[config.mk]
export PLATFORM = sky130hd
export DESIGN_NAME = sdram_rw_scheduler_flat
export DESIGN_NICKNAME = d
export VERILOG_FILES = /design/src/rtl/sdram_rw_scheduler_if.sv /design/src/rtl/sdram_rw_scheduler.sv /design/src/flat_wrapper.sv
export SDC_FILE = /design/constraint.sdc
export NUM_CORES = 1
export LEC_CHECK = 0
export CORE_ASPECT_RATIO = 2
export CORE_UTILIZATION = 40
export CTS_CLUSTER_SIZE = 30
export DETAILED_ROUTE_END_ITERATION = 12
export DONT_BUFFER_PORTS = 1
export SYNTH_ARGS = -nofsm -noshare
export SYNTH_HDL_FRONTEND = slang
export SYNTH_SLANG_ARGS = --single-unit
[constraint.sdc]
create_clock -name clk -period 4.27 [get_ports clk]
set_input_delay 0.427 -clock clk [delete_from_list [all_inputs] [get_ports clk]]
set_output_delay 0.427 -clock clk [all_outputs]
set_load 0.05 [all_outputs]
[src/rtl/sdram_rw_scheduler_if.sv]
// sdram_rw_scheduler_if: FIFO levels, frame pulses and burst handshake between scheduler and SDRAM side
interface sdram_rw_scheduler_if #(parameter int ADDR_W = 22);
  logic sdr_init_done;
  logic [10:0] wr_fifo_usedw;
  logic [10:0] rd_fifo_usedw;
  logic cam_frame_start;
  logic vga_frame_start;
  logic sdr_wr_req;
  logic sdr_rd_req;
  logic [ADDR_W-1:0] sdr_addr;
  logic sdr_ack;
  logic sdr_done;
  logic busy;
  modport master (
    output sdr_init_done, wr_fifo_usedw, rd_fifo_usedw, cam_frame_start, vga_frame_start, sdr_ack, sdr_done,
    input sdr_wr_req, sdr_rd_req, sdr_addr, busy
  );
  modport slave (
    input sdr_init_done, wr_fifo_usedw, rd_fifo_usedw, cam_frame_start, vga_frame_start, sdr_ack, sdr_done,
    output sdr_wr_req, sdr_rd_req, sdr_addr, busy
  );
endinterface

[src/rtl/sdram_rw_scheduler.sv]
// sdram_rw_scheduler: arbitrates camera write and VGA read bursts over two ping-pong SDRAM frame banks
module sdram_rw_scheduler #(
  parameter int BURST_LEN = 256,
  parameter int FRAME_WORDS = 76800,
  parameter int RD_FIFO_DEPTH = 1024,
  parameter int RD_URGENT = 128,
  parameter int ADDR_W = 22
) (
  input logic clk,
  input logic rst_n,
  sdram_rw_scheduler_if.slave bus
);
  localparam int OW = ADDR_W - 1;
  localparam logic [10:0] BL_W = 11'(BURST_LEN);
  localparam logic [10:0] URG = 11'(RD_URGENT);
  localparam logic [10:0] RD_MAX = 11'(RD_FIFO_DEPTH - BURST_LEN);
  localparam logic [OW-1:0] BL = OW'(BURST_LEN);
  localparam logic [OW-1:0] FW = OW'(FRAME_WORDS);
  typedef enum logic [2:0] {IDLE, WR_REQ, WR_WAIT, RD_REQ, RD_WAIT} state_t;
  state_t state, state_n;
  logic [OW-1:0] wr_off, rd_off, off_adv;
  logic wr_bank, rd_bank, last_wr, cam_pend, vga_pend;
  logic rd_urgent, wr_ok, rd_ok, done_wr, done_rd, wrap;
  always_comb begin
    rd_urgent = bus.rd_fifo_usedw < URG;
    wr_ok = bus.wr_fifo_usedw >= BL_W;
    rd_ok = bus.rd_fifo_usedw <= RD_MAX;
    done_wr = state == WR_WAIT && bus.sdr_done;
    done_rd = state == RD_WAIT && bus.sdr_done;
    off_adv = (state == WR_WAIT ? wr_off : rd_off) + BL;
    wrap = off_adv == FW;
    state_n = state;
    case (state)
      // a pending frame start is applied in its own IDLE cycle so the next address sees it
      IDLE: if (!(cam_pend || vga_pend) && bus.sdr_init_done)
        state_n = rd_urgent ? RD_REQ : (wr_ok && rd_ok) ? (last_wr ? RD_REQ : WR_REQ) :
                  wr_ok ? WR_REQ : rd_ok ? RD_REQ : IDLE;
      WR_REQ: if (bus.sdr_ack) state_n = WR_WAIT;
      RD_REQ: if (bus.sdr_ack) state_n = RD_WAIT;
      WR_WAIT, RD_WAIT: if (bus.sdr_done) state_n = IDLE;
      default: state_n = IDLE;
    endcase
  end
  always_ff @(posedge clk or negedge rst_n)
    if (!rst_n) begin
      state <= IDLE;
      bus.sdr_wr_req <= 1'b0;
      bus.sdr_rd_req <= 1'b0;
      bus.busy <= 1'b0;
      bus.sdr_addr <= '0;
      wr_off <= '0;
      rd_off <= '0;
      wr_bank <= 1'b0;
      rd_bank <= 1'b1;
      last_wr <= 1'b0;
      cam_pend <= 1'b0;
      vga_pend <= 1'b0;
    end else begin
      state <= state_n;
      bus.sdr_wr_req <= state_n == WR_REQ;
      bus.sdr_rd_req <= state_n == RD_REQ;
      bus.busy <= state_n != IDLE;
      cam_pend <= (state == IDLE && cam_pend) ? 1'b0 : cam_pend | bus.cam_frame_start;
      vga_pend <= (state == IDLE && vga_pend) ? 1'b0 : vga_pend | bus.vga_frame_start;
      if (state == IDLE && state_n != IDLE) begin
        last_wr <= state_n == WR_REQ;
        bus.sdr_addr <= state_n == WR_REQ ? {wr_bank, wr_off} : {rd_bank, rd_off};
      end
      if (done_wr) begin
        wr_off <= wrap ? '0 : off_adv;
        if (wrap) wr_bank <= ~wr_bank;
      end
      // reader follows onto the bank the writer has just finished
      if (done_rd) begin
        rd_off <= wrap ? '0 : off_adv;
        if (wrap) rd_bank <= ~wr_bank;
      end
      if (state == IDLE && cam_pend) begin
        wr_off <= '0;
        if (wr_off != '0) wr_bank <= ~wr_bank;
      end
      if (state == IDLE && vga_pend) begin
        rd_off <= '0;
        if (rd_off != '0) rd_bank <= ~wr_bank;
      end
    end
endmodule

[src/flat_wrapper.sv]
// flat-port wrapper written by rule: the top's interface ports become plain ports
module sdram_rw_scheduler_flat 
#(
  parameter int BURST_LEN = 256,
  parameter int FRAME_WORDS = 76800,
  parameter int RD_FIFO_DEPTH = 1024,
  parameter int RD_URGENT = 128,
  parameter int ADDR_W = 22
)
  (clk, rst_n, bus_sdr_init_done, bus_wr_fifo_usedw, bus_rd_fifo_usedw, bus_cam_frame_start, bus_vga_frame_start, bus_sdr_ack, bus_sdr_done, bus_sdr_wr_req, bus_sdr_rd_req, bus_sdr_addr, bus_busy);
  sdram_rw_scheduler_if #(.ADDR_W(ADDR_W)) bus_i ();
  input logic clk;
  input logic rst_n;
  input wire logic [$bits(bus_i.sdr_init_done)-1:0] bus_sdr_init_done;
  input wire logic [$bits(bus_i.wr_fifo_usedw)-1:0] bus_wr_fifo_usedw;
  input wire logic [$bits(bus_i.rd_fifo_usedw)-1:0] bus_rd_fifo_usedw;
  input wire logic [$bits(bus_i.cam_frame_start)-1:0] bus_cam_frame_start;
  input wire logic [$bits(bus_i.vga_frame_start)-1:0] bus_vga_frame_start;
  input wire logic [$bits(bus_i.sdr_ack)-1:0] bus_sdr_ack;
  input wire logic [$bits(bus_i.sdr_done)-1:0] bus_sdr_done;
  output wire logic [$bits(bus_i.sdr_wr_req)-1:0] bus_sdr_wr_req;
  output wire logic [$bits(bus_i.sdr_rd_req)-1:0] bus_sdr_rd_req;
  output wire logic [$bits(bus_i.sdr_addr)-1:0] bus_sdr_addr;
  output wire logic [$bits(bus_i.busy)-1:0] bus_busy;
  assign bus_i.sdr_init_done = bus_sdr_init_done;
  assign bus_i.wr_fifo_usedw = bus_wr_fifo_usedw;
  assign bus_i.rd_fifo_usedw = bus_rd_fifo_usedw;
  assign bus_i.cam_frame_start = bus_cam_frame_start;
  assign bus_i.vga_frame_start = bus_vga_frame_start;
  assign bus_i.sdr_ack = bus_sdr_ack;
  assign bus_i.sdr_done = bus_sdr_done;
  assign bus_sdr_wr_req = bus_i.sdr_wr_req;
  assign bus_sdr_rd_req = bus_i.sdr_rd_req;
  assign bus_sdr_addr = bus_i.sdr_addr;
  assign bus_busy = bus_i.busy;
  sdram_rw_scheduler #(.BURST_LEN(BURST_LEN), .FRAME_WORDS(FRAME_WORDS), .RD_FIFO_DEPTH(RD_FIFO_DEPTH), .RD_URGENT(RD_URGENT), .ADDR_W(ADDR_W)) u_core (.clk(clk), .rst_n(rst_n), .bus(bus_i));
endmodule
Word-level counts from Yosys, hierarchy flattened. Index checks and enable logic that the tools add are counted.

Bits of input ports: 29. Word-level logic and storage cells: 69. Output and inout bits: 25. Flip-flop bits (word level): 75.

Reductions and logical operators: 16. Equal/unequal tests: 7. Multiplexer cells: 27. Bitwise operators: 3. $add $sub $neg: 1. Order comparisons: 3.

Operator list (number): $mux 21 (6); $reduce_bool 21->1 (2); $mux 22 (1); $add 21x9->21 const B (1); $eq 21x17->1 const B (1); $mux 3 (7); $pmux 3 s4 (1); $ge 11x9->1 const B (1); $le 11x10->1 const B (1); $lt 11x8->1 const B (1); $mux 1 (10); $eq 3x2->1 const B (3); $logic_and 1x1->1 (7); $eq 3x1->1 const B (2); $mux 2 (2); $reduce_bool 2->1 (2); $eq 3x3->1 const B (1); $logic_not 3->1 (1); $reduce_bool 3->1 (1); $or 1x1->1 (2); $reduce_or 2->1 (1); $logic_not 1->1 (1); $logic_or 1x1->1 (1); $not 1->1 (1).

Logic depth before layout (Yosys ltp).
Word-level depth: 9. Gate-level depth with buffers: 16. Mapped depth without buffers: 11.

Worst setup path before layout. No wires, ideal clock.

Kind: reg2reg. Start: reg u_core.state[0]. End: reg u_core.rd_off[11]. Data arrival time: 2.936 ns. Data required time: 4.148 ns. Clock period less this slack: 3.058 ns. Setup slack: 1.212 ns. Setup time: 0.122 ns. Path buffers: 5. Cell stages (with the launch flop): 17. Cell sequence: dfrtp_1 -> buf_2 -> nor3b_4 -> buf_6 -> buf_2 -> nand2_1 -> nand2_1 -> ha_1 -> buf_2 -> nand4_1 -> nor2_1 -> o211ai_1 -> a32oi_1 -> nand3_2 -> or2_1 -> buf_6 -> a32o_1.

Cells in the longest elaborated chain, start to end: 7. Elaborated cells on any way between the ends: 12. Classes of those cells: 1 x add/sub; 3 x eq/ne; 4 x mux; 4 x reduce/logical.

Ends and longest elaborated chain: start, declared (line sdram_rw_scheduler.sv:20) `state_t state, state_n;`; start signal, assigned (line sdram_rw_scheduler.sv:59) `state <= state_n;`; $eq 3x2->1 (line sdram_rw_scheduler.sv:30) `off_adv = (state == WR_WAIT ? wr_off : rd_off) + BL;`; $mux 21 (line sdram_rw_scheduler.sv:30); $add 21x9->21 (line sdram_rw_scheduler.sv:30); $eq 21x17->1 (line sdram_rw_scheduler.sv:31) `wrap = off_adv == FW;`; $mux 21 (line sdram_rw_scheduler.sv:75) `rd_off <= wrap ? '0 : off_adv;`; $mux 21 (line sdram_rw_scheduler.sv:74) `if (done_rd) begin`; $mux 21 (line sdram_rw_scheduler.sv:82) `if (state == IDLE && vga_pend) begin`; end signal, assigned (line sdram_rw_scheduler.sv:75); end, declared (line sdram_rw_scheduler.sv:21) `logic [OW-1:0] wr_off, rd_off, off_adv;`.

Parallel ways exist; a longest one is shown, timed or not. The select of a mux whose other input is x is not followed. A chain may end at the register's enable or synchronous reset.

Worst setup path in the final report.
Start: reg u_core.state[2]. End: reg u_core.rd_off[9].

Same word-level chain as after synthesis.

==> impl_metrics.env <==
export IMPL_status="finished clean"
export IMPL_synthToLayoutAreaGrowth_pct=8.63
export IMPL_port_buffers=0
export IMPL_clkPwrFrac_pct=33.2
export IMPL_synth_avg_cell_area_um2=9.90
export IMPL_preCtsSetupSlack_ps=683
export IMPL_antenna_cells=0
export IMPL_layout_setup_ws_ps=610
export IMPL_r2r_cells=11
export IMPL_h_tree_depth=3
export IMPL_post_route_util_pct=45.1
export IMPL_post_route_period_util_pct=85.7
export IMPL_cp_end_kind="register"
export IMPL_internal_power_w=0.00133
export IMPL_via_per_inst=6.00
export IMPL_cts_sinks=75
export IMPL_drt_total_wl_mm=9.66
export IMPL_io_pin_count=54
export IMPL_p_leak_nw=1.89
export IMPL_ys_seq_area_share_pct=48.2
export IMPL_tightest_slew_ps=917
export IMPL_synth_area_um2=3900
export IMPL_postCtsSetupRepairBufs=0
export IMPL_layoutNonFillerInstCount=490
export IMPL_synthFlopType="dfrtp_1"
export IMPL_cts_resized=0
export IMPL_clock_skew_ps=7.56
export IMPL_crit_required_ps=4490
export IMPL_core_area_um2=9380
export IMPL_ys_top_cells_by_area="dfrtp_1 (47%), mux2i_1 (8.5%), nand2_1 (5.0%)"
export IMPL_hold_viol_final=0
export IMPL_cts_tree="yes"
export IMPL_post_dp_hpwl_mm=6.73
export IMPL_grt_max_degree=76
export IMPL_ir_drop_uv=371
export IMPL_synth_area_leader_cell="dfrtp_1"
export IMPL_synth_edf_count=0
export IMPL_finalCriticalPeriod_ps=3660
export IMPL_timing_worst_setup_path_type="reg -> reg"
export IMPL_dieArea_um2=10200
export IMPL_p_per_area_nw_per_um2=496
export IMPL_drive_above_1_share_pct=8.29
export IMPL_rows=50
export IMPL_seqPwrFrac_pct=42.8
export IMPL_max_cap_violations=0
export IMPL_grt_usage_pct=20.9
export IMPL_overflow=0
export IMPL_relSlewSlack_pct=38.7
export IMPL_rsz0062_at_grt="no"
export IMPL_grt_first_pass_wirelength_mm=16.0
export IMPL_clockRootBuffer="clkbuf_16"
export IMPL_synth_async_reset_ratio_pct=100
export IMPL_place_area_um2=3930
export IMPL_switching_share_pct=36.6
export IMPL_p_sw_w=0.000769
export IMPL_dp_cells=472
export IMPL_ys_warn_count=0
export IMPL_start_util_pct=41.5
export IMPL_ant_nets=0
export IMPL_synth_top_area_share_pct=47.5
export IMPL_place_congestion=0.937
export IMPL_die_x_um=71.8
export IMPL_drc=0
export IMPL_dr_pass1_iters=4
export IMPL_clkLatencyLatePin_ps=340
export IMPL_clockBufferDepth=2
export IMPL_syn_nets=424
export IMPL_drt_first_iter_violations=222
export IMPL_pwr_share_comb_pct=24.0
export IMPL_avgRoutedWirePerCell_um=19.7
export IMPL_grt_pass1_vias=3063
export IMPL_synth_distinct_cells=53
export IMPL_synth_most_common_cell="dfrtp_1"
export IMPL_grt_antenna_before_repair=0
export IMPL_holdCritPathClass="in -> reg"
export IMPL_ys_top_cells_by_count="dfrtp_1 (74), nand2_1 (52), o21ai_0 (37), mux2i_1 (33)"
export IMPL_drv_slew=0
export IMPL_tns_ps=0
export IMPL_fmax_ghz=0.273
export IMPL_chipHeight_um=142
export IMPL_setup_violations=0
export IMPL_final_nets=411
export IMPL_hold_buffers=2
export IMPL_syn_inst=394
export IMPL_start_kind="register"
export IMPL_holdPathStages=2
export IMPL_route_vias_total=2941
export IMPL_postLayoutCellArea_um2=4240
export IMPL_cp_max_fo=17
export IMPL_path_clk_slew_ps=60
export IMPL_numCtsBuffers=9
export IMPL_ys_ff_latch=75
export IMPL_critPathArrivalTime_ps=3880
==> flip-flops by register name, indices dropped and copies added (netlist names) <==
name and flops:
u_core.vga_pend 1, u_core.wr_off 21, u_core.rd_bank 1, u_core.wr_bank 1, u_core.state 3, u_core.rd_off 21
u_core.bus.busy 1, u_core.bus.sdr_addr 22, u_core.cam_pend 1, u_core.bus.sdr_wr_req 1, u_core.bus.sdr_rd_req 1, u_core.last_wr 1
==> cell usage in the layout (no fill, tap or decap), types with 5 or more instances in the layout <==
| cell | instances |
|---|---|
| dfrtp_1 | 74 |
| nand2_1 | 52 |
| o21ai_0 | 37 |
| mux2i_1 | 33 |
| nor2b_1 | 18 |
| nor2_1 | 15 |
| nand4_1 | 11 |
| nor4_1 | 10 |
| xor2_1 | 9 |
| a32o_1 | 9 |
| clkbuf_16 | 9 |
| nor3_1 | 8 |
| nand3_1 | 8 |
| and2_1 | 7 |
| a22o_1 | 7 |
| o211ai_1 | 6 |
| inv_1 | 5 |
| or3_1 | 5 |
==> stage by stage <==
step | hold slack (ps) | total power, W
finish | 221 | 0.00210
global route | 237 | 0.00221
CTS | 215 | 0.00212
detailed placement | 135 | 0.00140
global placement | 135 | 0.00140
floorplan | 131 | 0.00129
==> worst paths after layout <==
check,start,to,slack [ps]
setup / recovery,u_core.state[2],u_core.rd_off[9],610
hold reg to reg,u_core.wr_bank,u_core.rd_bank,480
setup reg to reg,u_core.state[2],u_core.rd_off[9],610
max in group asynchronous,rst_n,u_core.rd_bank,3270
hold / removal,bus_cam_frame_start,u_core.cam_pend,220
min in group asynchronous,rst_n,u_core.bus.sdr_addr[18],650
==> power groups by stage <==
stage / logic [W] / registers, W / clock network (W)
after CTS: 0.000509 / 0.000900 / 0.000710
after global routing: 0.000555 / 0.000909 / 0.000743
after global placement: 0.000491 / 0.000911 / 0
after detailed placement: 0.000489 / 0.000913 / 0
final: 0.000505 / 0.000900 / 0.000697
after floorplan: 0.000407 / 0.000881 / 0
==> worst max-delay path, stage by stage (launching register included) <==
cell	delay, ps
dfrtp_1	540
or3b_1	650
nand2_1	110
nand2_1	120
ha_1	470
and2_1	240
and3_1	170
o211ai_1	100
a32oi_1	260
nand3_2	160
or2_1	400
a32o_1	320
==> cell families after synthesis <==
logic type,count (synthesis),synth area share (%)
adder cells (fa/ha/maj),1,0.321
AO/OA/AOI/OAI,82,13.9
AND/OR/NAND/NOR,154,21.4
flip-flops,75,48.2
buffers and inverters,34,4.30
multiplexers,35,9.05
XOR/XNOR,13,2.92
==> layout make-up <==
class	instances	area [um2]
inverters	5	18.8
fillers	901	5150
repair buffers	5	60.1
well taps	104	130
flip-flops and latches	75	1880
clock inverters	5	30.0
multi-input cells	285	1880
clock buffers	11	243
==> routing by layer <==
metal / wire length [um] / global-route usage (%)
met1: 3780 / 23.4
met4: 429 / 13.6
met2: 5090 / 35.5
met3: 366 / 4.12
met5: 0 / 0
No activity file was read; power rests on OpenSTA's default activity.
